$ cat src/rtl/mips_mem_bus_ctrl.sv
// MIPS32 data-memory bus controller: bank decode, byte-lane steering, load extension, ready-handshake stall.
// Optional build macro MEM_BUS_TIMEOUT_EN adds an ACCESS wait timeout with a sticky bus_err.
module mips_mem_bus_ctrl #(
    parameter int          NUM_BANKS = 3,
    parameter int          BANK_AW   = 13,
    parameter logic [31:0] BASE_ADDR = 32'h10010000,
    parameter int          TIMEOUT   = 16
) (
    input  logic                    clk,
    input  logic                    rst,
    input  logic                    req_valid,
    input  logic                    req_write,
    input  logic [1:0]              req_size,
    input  logic                    req_zext,
    input  logic [31:0]             req_addr,
    input  logic [31:0]             req_wdata,
    output logic                    stall,
    output logic [31:0]             rdata,
    output logic                    done,
    output logic                    inv_addr,
    output logic                    bus_err,
    output logic [NUM_BANKS-1:0]    bank_en,
    output logic [3:0]              bank_we,
    output logic [BANK_AW-3:0]      bank_addr,
    output logic [31:0]             bank_wdata,
    input  logic [32*NUM_BANKS-1:0] bank_rdata,
    input  logic [NUM_BANKS-1:0]    bank_ready
);
    localparam int          SEL_W       = (NUM_BANKS > 1) ? $clog2(NUM_BANKS) : 1;
    localparam logic [31:0] NUM_BANKS_U = 32'(NUM_BANKS);
    localparam logic [1:0]  SZ_HALF     = 2'd1;
    localparam logic [1:0]  SZ_BYTE     = 2'd2;

    typedef enum logic [1:0] {IDLE, ACCESS, RESP} state_t;
    state_t state, stateNext;

    function automatic logic [3:0] laneMask(input logic [1:0] size, input logic [1:0] lane);
        case (size)
            SZ_BYTE: return 4'b0001 << lane;
            SZ_HALF: return lane[1] ? 4'b1100 : 4'b0011;
            default: return 4'hF;
        endcase
    endfunction

    function automatic logic [31:0] replicate(input logic [1:0] size, input logic [31:0] data);
        case (size)
            SZ_BYTE: return {4{data[7:0]}};
            SZ_HALF: return {2{data[15:0]}};
            default: return data;
        endcase
    endfunction

    function automatic logic [31:0] extendLoad(input logic [1:0] size, input logic [1:0] lane,
                                               input logic zext, input logic [31:0] word);
        logic signed [7:0]  b;
        logic signed [15:0] h;
        logic signed [31:0] ext;
        case (lane)
            2'd0:    b = word[7:0];
            2'd1:    b = word[15:8];
            2'd2:    b = word[23:16];
            default: b = word[31:24];
        endcase
        h = lane[1] ? word[31:16] : word[15:0];
        case (size)
            SZ_BYTE: if (zext) ext = {24'h0, b}; else ext = b;
            SZ_HALF: if (zext) ext = {16'h0, h}; else ext = h;
            default: ext = word;
        endcase
        return ext;
    endfunction

    // Address decode on the raw request
    logic [31:0] offset;
    logic [31:0] bankIdx;
    logic        misaligned;
    logic        reqOk;

    always_comb begin
        offset  = req_addr - BASE_ADDR;
        bankIdx = offset >> BANK_AW;
        case (req_size)
            SZ_HALF: misaligned = req_addr[0];
            SZ_BYTE: misaligned = 1'b0;
            default: misaligned = |req_addr[1:0];
        endcase
        inv_addr = req_valid & ((req_addr < BASE_ADDR) | (bankIdx >= NUM_BANKS_U) | misaligned);
    end

    assign reqOk = req_valid & ~inv_addr;

    // Request captured on IDLE->ACCESS; inputs are ignored until the access completes
    logic [SEL_W-1:0]   sel_p1;
    logic [BANK_AW-1:0] off_p1;
    logic [1:0]         size_p1;
    logic               zext_p1;
    logic               write_p1;
    logic [31:0]        wdata_p1;

    always_ff @(posedge clk) begin
        if (state == IDLE && reqOk) begin
            sel_p1   <= bankIdx[SEL_W-1:0];
            off_p1   <= offset[BANK_AW-1:0];
            size_p1  <= req_size;
            zext_p1  <= req_zext;
            write_p1 <= req_write;
            wdata_p1 <= req_wdata;
        end
    end

    logic [31:0] selData;
    logic        selReady;
    logic        accessTimeout;

    always_comb begin
        selData  = '0;
        selReady = 1'b0;
        for (int i = 0; i < NUM_BANKS; i++) begin
            if (sel_p1 == SEL_W'(i)) begin
                selData  = bank_rdata[32*i +: 32];
                selReady = bank_ready[i];
            end
        end
    end

    always_comb begin
        bank_en = '0;
        bank_we = '0;
        if (state == ACCESS) begin
            for (int i = 0; i < NUM_BANKS; i++) begin
                bank_en[i] = (sel_p1 == SEL_W'(i));
            end
            if (write_p1) bank_we = laneMask(size_p1, off_p1[1:0]);
        end
    end

    assign bank_addr  = off_p1[BANK_AW-1:2];
    assign bank_wdata = replicate(size_p1, wdata_p1);
    assign done       = (state == RESP);

    always_ff @(posedge clk) begin
        if (rst) state <= IDLE;
        else     state <= stateNext;
    end

    always_comb begin
        stateNext = state;
        stall     = 1'b0;
        case (state)
            IDLE: begin
                stall = reqOk;
                if (reqOk) stateNext = ACCESS;
            end
            ACCESS: begin
                stall = 1'b1;
                if (selReady || accessTimeout) stateNext = RESP;
            end
            RESP:    stateNext = IDLE;
            default: stateNext = IDLE;
        endcase
    end

    // Response stage: load data latched on the completing edge
    always_ff @(posedge clk) begin
        if (rst) begin
            rdata <= '0;
        end else if (state == ACCESS) begin
            if (selReady)           rdata <= extendLoad(size_p1, off_p1[1:0], zext_p1, selData);
            else if (accessTimeout) rdata <= '0;
        end
    end

`ifdef MEM_BUS_TIMEOUT_EN
    localparam int               CNT_W    = $clog2(TIMEOUT + 1);
    localparam logic [CNT_W-1:0] CNT_LAST = CNT_W'(TIMEOUT - 1);
    logic [CNT_W-1:0] waitCnt;
    logic             busErrReg;

    always_ff @(posedge clk) begin
        if (rst || state != ACCESS) waitCnt <= '0;
        else                        waitCnt <= waitCnt + 1'b1;
    end

    assign accessTimeout = (state == ACCESS) && !selReady && (waitCnt == CNT_LAST);

    always_ff @(posedge clk) begin
        if (rst)                busErrReg <= 1'b0;
        else if (accessTimeout) busErrReg <= 1'b1;
    end

    assign bus_err = busErrReg;
`else
    assign accessTimeout = 1'b0;
    assign bus_err       = 1'b0;
`endif

endmodule

$ cat config.mk
export PLATFORM = sky130hd
export DESIGN_NAME = mips_mem_bus_ctrl
export DESIGN_NICKNAME = d
export VERILOG_FILES = /design/src/rtl/mips_mem_bus_ctrl.sv
export SDC_FILE = /design/constraint.sdc
export NUM_CORES = 1
export LEC_CHECK = 0
export CAP_MARGIN = 20
export CORE_ASPECT_RATIO = 0.9
export CORE_MARGIN = 1.5
export CORE_UTILIZATION = 41
export CTS_BUF_LIST = sky130_fd_sc_hd__clkbuf_16
export DETAILED_ROUTE_END_ITERATION = 10
export PLACE_DENSITY = 0.89
export SETUP_SLACK_MARGIN = 0.4
export SKIP_CTS_REPAIR_TIMING = 1
export SYNTH_ARGS = -nofsm -noshare
export SYNTH_HDL_FRONTEND = slang
export SYNTH_SLANG_ARGS = --single-unit
$ cat constraint.sdc
create_clock -name clk -period 9.5 [get_ports clk]
set_clock_uncertainty 0.1 [all_clocks]
set_input_delay 0.95 -clock clk [delete_from_list [all_inputs] [get_ports clk]]
set_output_delay 0.95 -clock clk [all_outputs]
set_load 0.01 [all_outputs]
==> results by group, run 1 <==
Run status
  – Status: complete, no violations

Critical path
  – Cell mode on critical path: clkdlybuf4s50_1
  – RR Startpoint: off_p1[0]$_DFFE_PP_
  – Worst r2r path cells: 5
  – Type of origin of the critical path: input port
  – Setup CP Type: in -> out
  – Reg-to-reg critical path endpoint: rdata[30]$_SDFFE_PP0P_
  – Critical Path End Type: output port
  – Critical Path AT: about 3.7 ns
  – CP cell instances: clkdlybuf4s50_1 > nor4_1 > nand2_1 > o311ai_0 > o21ai_1 > o31ai_1 > clkdlybuf4s50_1
  – Crit path max-delay cell type: nor4_1
  – Crit Path Max Fanout: 4
  – Worst path max stage delay: ~0.6 ns
  – R2R Setup Slk: around 6.4 ns
  – Required time of the worst setup path: around 8.5 ns

Synth
  – Async SR Flop Fraction: 0
  – Post-Syn Area: about 5000 um^2
  – FF+latch count, synth: 85
  – Post-Syn Instances: between 500 and 600
  – Syn Nets: approximately 700
  – Avg Cell Area, Syn: about 9.6 um^2
  – Primary FF master, synth: edfxtp_1
  – Yosys warns: 0
  – Post-synth EDFFs: between 50 and 60
  – Post-synth cell types: 62
  – Seq/Total Area, Yosys: 0.430

Cells and area
  – Multi-input logic area: around 2600 um^2
  – Syn-to-layout area delta: 53.5%
  – Commonest cells after routing, fill and taps aside: clkdlybuf4s50_1, nor2_1, edfxtp_1
  – Nets: just over 900
  – Most common cell after layout, fill and taps aside: clkdlybuf4s50_1
  – Finished layout cell area: 7890 um^2
  – ANT cells: 0
  – Layout cells sized above 1: 0.0696
  – Sequential Area: approximately 2200 um^2
  – # fillers: 948

Global routing
  – Number of global-route vias before repair: 5105
  – Largest net degree at the start of global routing: 52
  – Initial antenna violation count: 0
  – Tot GR Track Use: 0.247
  – First-pass GRT wire length: between 20 and 30 mm
  – GR Overflow Total: 0

STA
  – Final hold violations: 0
  – Unrepaired setup endpoints after global routing: false
  – Setup WS post-layout: 4.72 ns
  – Setup Viol. Count Final: 0
  – Slew Viols, Final: 0
  – Max Fclk: approximately 210 MHz
  – Final critical-path required period: 4.78 ns
  – Slew at the pin closest to its max-slew limit: 1.01 ns
  – Setup_tns: 0 ns
  – Slew headroom: 0.326
  – Fin crit share: 0.503

Placement
  – Placed Area: approximately 7600 um^2
  – Pre-CTS setup slack: approximately 4.8 ns
  – Post-DP HPWL: 12.6 mm
  – Gpl congestion: 0.857
  – Count of input and output buffers: around 250

Route
  – Antenna Violating Nets Remaining: 0
  – Detailed Routing Iterations Pass 1: 5
  – DRT Wirelength: roughly 17 mm
  – Avg Vias per Cell: approximately 5.6
  – Wirelength per Cell: 18.6 um
  – DRC: 0
  – DRT iter0 DRCs: 430
  – Via count: just over 5000

Power and ir drop
  – Comb power frac: 0.126
  – Leak: 2.75 nW
  – Internal Power: 0.637 mW
  – P_sw: around 0.17 mW
  – Sw Share: 0.213
  – Register share of total power: 0.481
  – Power per cell area: around 100 nW/um^2
  – VDD IR max: ~110 uV
  – Clock power frac: 0.393

Die
  – Row cnt: 38
  – Die area: between 10000 and 15000 um^2
  – Die Y: between 100 and 150 um
  – Die width: between 100 and 150 um
  – Initial Util: 0.424
  – I/O pins: between 200 and 300
  – Core Region: 12100 um^2

Clock tree
  – Max Buffers Root-to-Sink: 2
  – CTS tree: yes
  – Reg clk slew, reported paths: 0.06 ns
  – Root Buffer: clkbuf_16
  – Clock latency on the worst-skew pair: between 0.3 and 0.4 ns
  – H-Tree Depth: 3
  – CTS Buf Count: 9
  – Clock sink count: 85

Flow run
  – MaxCap Viol Count: 0

Min path
  – Hold Crit Start: rdata[21]$_SDFFE_PP0P_
  – Hold EP: rdata[21]$_SDFFE_PP0P_
  – Hold depth: 2
  – Hold WC Path Type: reg -> reg
critical path, delay by kind of cell:
| family | cells | cell delay (ns) |
|---|---|---|
| buffers and inverters | 2 | 0.98 |
| AOI/OAI and AO/OA | 3 | 1.01 |
| and+or+nand+nor | 2 | 0.80 |
power groups by stage:
stage	clock network (mW)	logic (mW)	registers, mW
floorplan	0	0.0217	0.398
global placement	0	0.0974	0.398
detailed placement	0	0.101	0.398
CTS	0.327	0.101	0.390
global route	0.339	0.108	0.390
finish	0.318	0.102	0.390
worst max-delay path by stage:
stage / from / to / slack [ns]
floorplan: req_addr[24] / off_p1[0]$_DFFE_PP_ / 1.83
global placement: req_addr[24] / stall / 4.96
detailed placement: req_addr[24] / stall / 4.81
CTS: req_addr[24] / stall / 4.81
global route: req_addr[24] / stall / 4.45
finish: req_addr[24] / stall / 4.72
cells in the mapped netlist (11+ instances only):
library cell	number	share of area
a211oi_1	11	0.016
a21oi_1	27	0.026
a2bb2oi_1	13	0.022
buf_4	23	0.034
clkbuf_1	26	0.019
dfxtp_1	34	0.13
edfxtp_1	51	0.30
mux2i_1	37	0.072
nand2_1	38	0.028
nor2_1	60	0.044
o21ai_0	34	0.033
or2_2	13	0.016
final cells by class:
cell class | count | share of cell area
clock buffer | 9 | 0.0285
timing repair buffer | 261 | 0.331
clock inverter | 6 | 0.00507
multi-input combinational | 377 | 0.325
sequential | 85 | 0.280
tap | 160 | 0.0254
inverter | 9 | 0.00428
layer usage:
| metal | vias to the layer above | global-route usage | share of wire |
|---|---|---|---|
| met4 | 0 | 0.0731 | 0.014 |
| met3 | 18 | 0.0622 | 0.085 |
| li1 | 2407 | - | - |
| met1 | 2395 | 0.287 | 0.39 |
| met5 | - | 0 | 0 |
| met2 | 255 | 0.449 | 0.51 |
state kept, by name, indices dropped and copies added, names as in the netlist:
name,cells
size_p1,2
off_p1,13
write_p1,1
rdata,32
zext_p1,1
sel_p1,2
wdata_p1,32
state,2
metrics by stage:
stage / util / power [mW] / std cells / hold slack [ns]
after global routing: 0.651 / 0.837 / 907 / 0.418
after CTS: 0.649 / 0.818 / 906 / 0.401
after detailed placement: 0.627 / 0.499 / 891 / 0.392
after global placement: 0.627 / 0.495 / 891 / 0.384
final: 0.651 / 0.810 / 907 / 0.400
after floorplan: - / 0.420 / 533 / 0.383
logic make-up after synthesis:
kind of cell	share of synthesized area
and+or+nand+nor	0.155
buffers and inverters	0.0735
DFF	0.430
other	0.000730
AOI/OAI and AO/OA	0.245
adders and majority gates	0.0146
muxes	0.0808
(Power assumes the default switching activity.)
==> run 2, diff against run 1 <==
==> constraint.sdc (replaced) <==
create_clock -name clk -period 4.6 [get_ports clk]
set_clock_uncertainty 0.1 [all_clocks]
set_input_delay 0.46 -clock clk [delete_from_list [all_inputs] [get_ports clk]]
set_output_delay 0.46 -clock clk [all_outputs]
set_load 0.01 [all_outputs]
==> results by group, run 2 (synthesized netlist as in run 1, its figures left out) <==
Run status
  – Status: complete, no violations (unchanged)

Die
  – Core Region: 12100 um^2 (unchanged)
  – Die area: 13200 um^2 (unchanged)
  – Initial Util: 0.424 (unchanged)
  – Die Y: 109 um (unchanged)
  – Die width: 121 um (unchanged)
  – I/O pins: 256 (unchanged)
  – Row cnt: 38 (unchanged)

Global routing
  – Largest net degree at the start of global routing: 52 (unchanged)
  – Number of global-route vias before repair: 5101 (was 5105)
  – Initial antenna violation count: 0 (unchanged)
  – First-pass GRT wire length: 25.7 mm (was 25.6 mm)
  – GR Overflow Total: 0 (unchanged)
  – Tot GR Track Use: 0.251 (was 0.247)

Cells and area
  – # fillers: 943 (was 948)
  – Finished layout cell area: 7890 um^2 (about the same)
  – Commonest cells after routing, fill and taps aside: clkdlybuf4s50_1, nor2_1, edfxtp_1 (unchanged)
  – ANT cells: 0 (unchanged)
  – Top flop regs: rdata x32, wdata_p1 x32, off_p1 x13 (unchanged)
  – Most common cell after layout, fill and taps aside: clkdlybuf4s50_1 (unchanged)
  – Layout cells sized above 1: 0.0709 (was 0.0696)
  – Syn-to-layout area delta: 53.4% (was 53.5%)
  – Core Util, Final: 0.650 (was 0.651)
  – Nets: 920 (was 919)

Critical path
  – Crit Path Max Fanout: 4 (unchanged)
  – Crit path max-delay family: compound AO/OA/AOI/OAI gates (unchanged)
  – Critical Path AT: 3.28 ns (was 3.73 ns)
  – Worst path max stage delay: 0.64 ns (was 0.60 ns)
  – CP cell instances: clkdlybuf4s50_1 > nor4_1 > nand2_1 > o311ai_0 > o21ai_1 > o31ai_1 > clkdlybuf4s50_1 (unchanged)
  – Critical Path End Type: output port (unchanged)
  – Cell mode on critical path: clkdlybuf4s50_1 (unchanged)
  – Crit path max-delay cell type: nor4_1 (unchanged)
  – Setup CP Type: in -> out (unchanged)
  – Type of origin of the critical path: input port (unchanged)
  – Buf/Inv on CP: 2 (unchanged)
  – Required time of the worst setup path: 4.04 ns (was 8.45 ns)

Clock tree
  – Clock latency on the worst-skew pair: 0.33 ns (about the same)
  – H-Tree Depth: 3 (unchanged)
  – Reg clk slew, reported paths: 0.06 ns (about the same)
  – CTS tree: yes (unchanged)
  – Clock sink count: 85 (unchanged)
  – Max Buffers Root-to-Sink: 2 (unchanged)
  – CTS Buf Count: 9 (unchanged)
  – Root Buffer: clkbuf_16 (unchanged)

Power and ir drop
  – Leak: 2.76 nW (was 2.75 nW)
  – VDD IR max: 193 uV (was 106 uV)
  – Power per cell area: 212 nW/um^2 (was 103 nW/um^2)

STA
  – Final hold violations: 0 (unchanged)
  – Slew headroom: 0.344 (was 0.326)
  – Fin crit share: 0.834
  – Setup_tns: 0 ns (unchanged)
  – Max Fclk: 261 MHz
  – Setup WS post-layout: 0.762 ns (was 4.72 ns)
  – Setup Viol. Count Final: 0 (unchanged)
  – Slew at the pin closest to its max-slew limit: 0.984 ns (was 1.01 ns)
  – Slew Viols, Final: 0 (unchanged)
  – Final critical-path required period: roughly 3.8 ns
  – Unrepaired setup endpoints after global routing: false (unchanged)

Flow run
  – MaxCap Viol Count: 0 (unchanged)

Route
  – Avg Vias per Cell: 5.75 (was 5.60)
  – DRT Wirelength: 17.1 mm (was 16.9 mm)
  – Wirelength per Cell: 18.8 um (was 18.6 um)
  – DRT iter0 DRCs: 420 (was 430)
  – Via count: 5219 (was 5075)
  – Detailed Routing Iterations Pass 1: 8 (was 5)
  – Antenna Violating Nets Remaining: 0 (unchanged)
  – DRC: 0 (unchanged)

Placement
  – Placed Area: 7620 um^2 (was 7600 um^2)
  – Count of input and output buffers: 254 (unchanged)
  – Post-DP HPWL: 12.7 mm (was 12.6 mm)
  – Pre-CTS setup slack: 0.785 ns (was 4.81 ns)
  – Gpl congestion: 0.859 (was 0.857)

Min path
  – Hold WC Path Type: reg -> reg (unchanged)
run 2: tightest hold or removal path, cell delays in order, from the launching register on:
cell	delay, ns
dfxtp_1	0.31
nor2_1	0.09
a311oi_1	0.05
run 2: stage by stage:
step	hold slack [ns]	power [mW]	instances
after floorplan	0.383	0.867	533
after global placement	0.382	1.02	893
after detailed placement	0.389	1.03	893
after CTS	0.400	1.69	908
after global routing	0.423	1.72	908
final	0.399	1.67	908
run 2: per-layer routing:
layer | GRT usage | part of all wire | vias to the layer above
met5 | 0 | 0 | -
met4 | 0.100 | 0.019 | 0
met3 | 0.0805 | 0.098 | 36
met2 | 0.444 | 0.50 | 298
met1 | 0.282 | 0.38 | 2472
li1 | - | - | 2413
run 2: where the power goes:
group	switching (mW)	leakage [nW]	internal, mW
Sequential	0.00000310	0.732	0.805
Combinational	0.0630	1.90	0.149
Clock	0.294	0.131	0.362
run 2: area by class of cell:
type / count / area, um^2 / share of cell area
inverters: 9 / 33.8 / 0.00428
flip-flops and latches: 85 / 2210 / 0.281
multi-input cells: 377 / 2570 / 0.326
repair buffers: 262 / 2600 / 0.330
clock inverters: 6 / 38.8 / 0.00492
clock buffers: 9 / 225 / 0.0286
well taps: 160 / 200 / 0.0254
run 2: worst paths after layout:
kind	from	end	slack, ns	depth (start not counted)
min	rdata[19]$_SDFFE_PP0P_	rdata[19]$_SDFFE_PP0P_	0.40	2
max reg2reg	sel_p1[1]$_DFFE_PP_	rdata[15]$_SDFFE_PP0P_	1.58	7
max	req_addr[24]	stall	0.76	7
min reg2reg	rdata[19]$_SDFFE_PP0P_	rdata[19]$_SDFFE_PP0P_	0.40	2
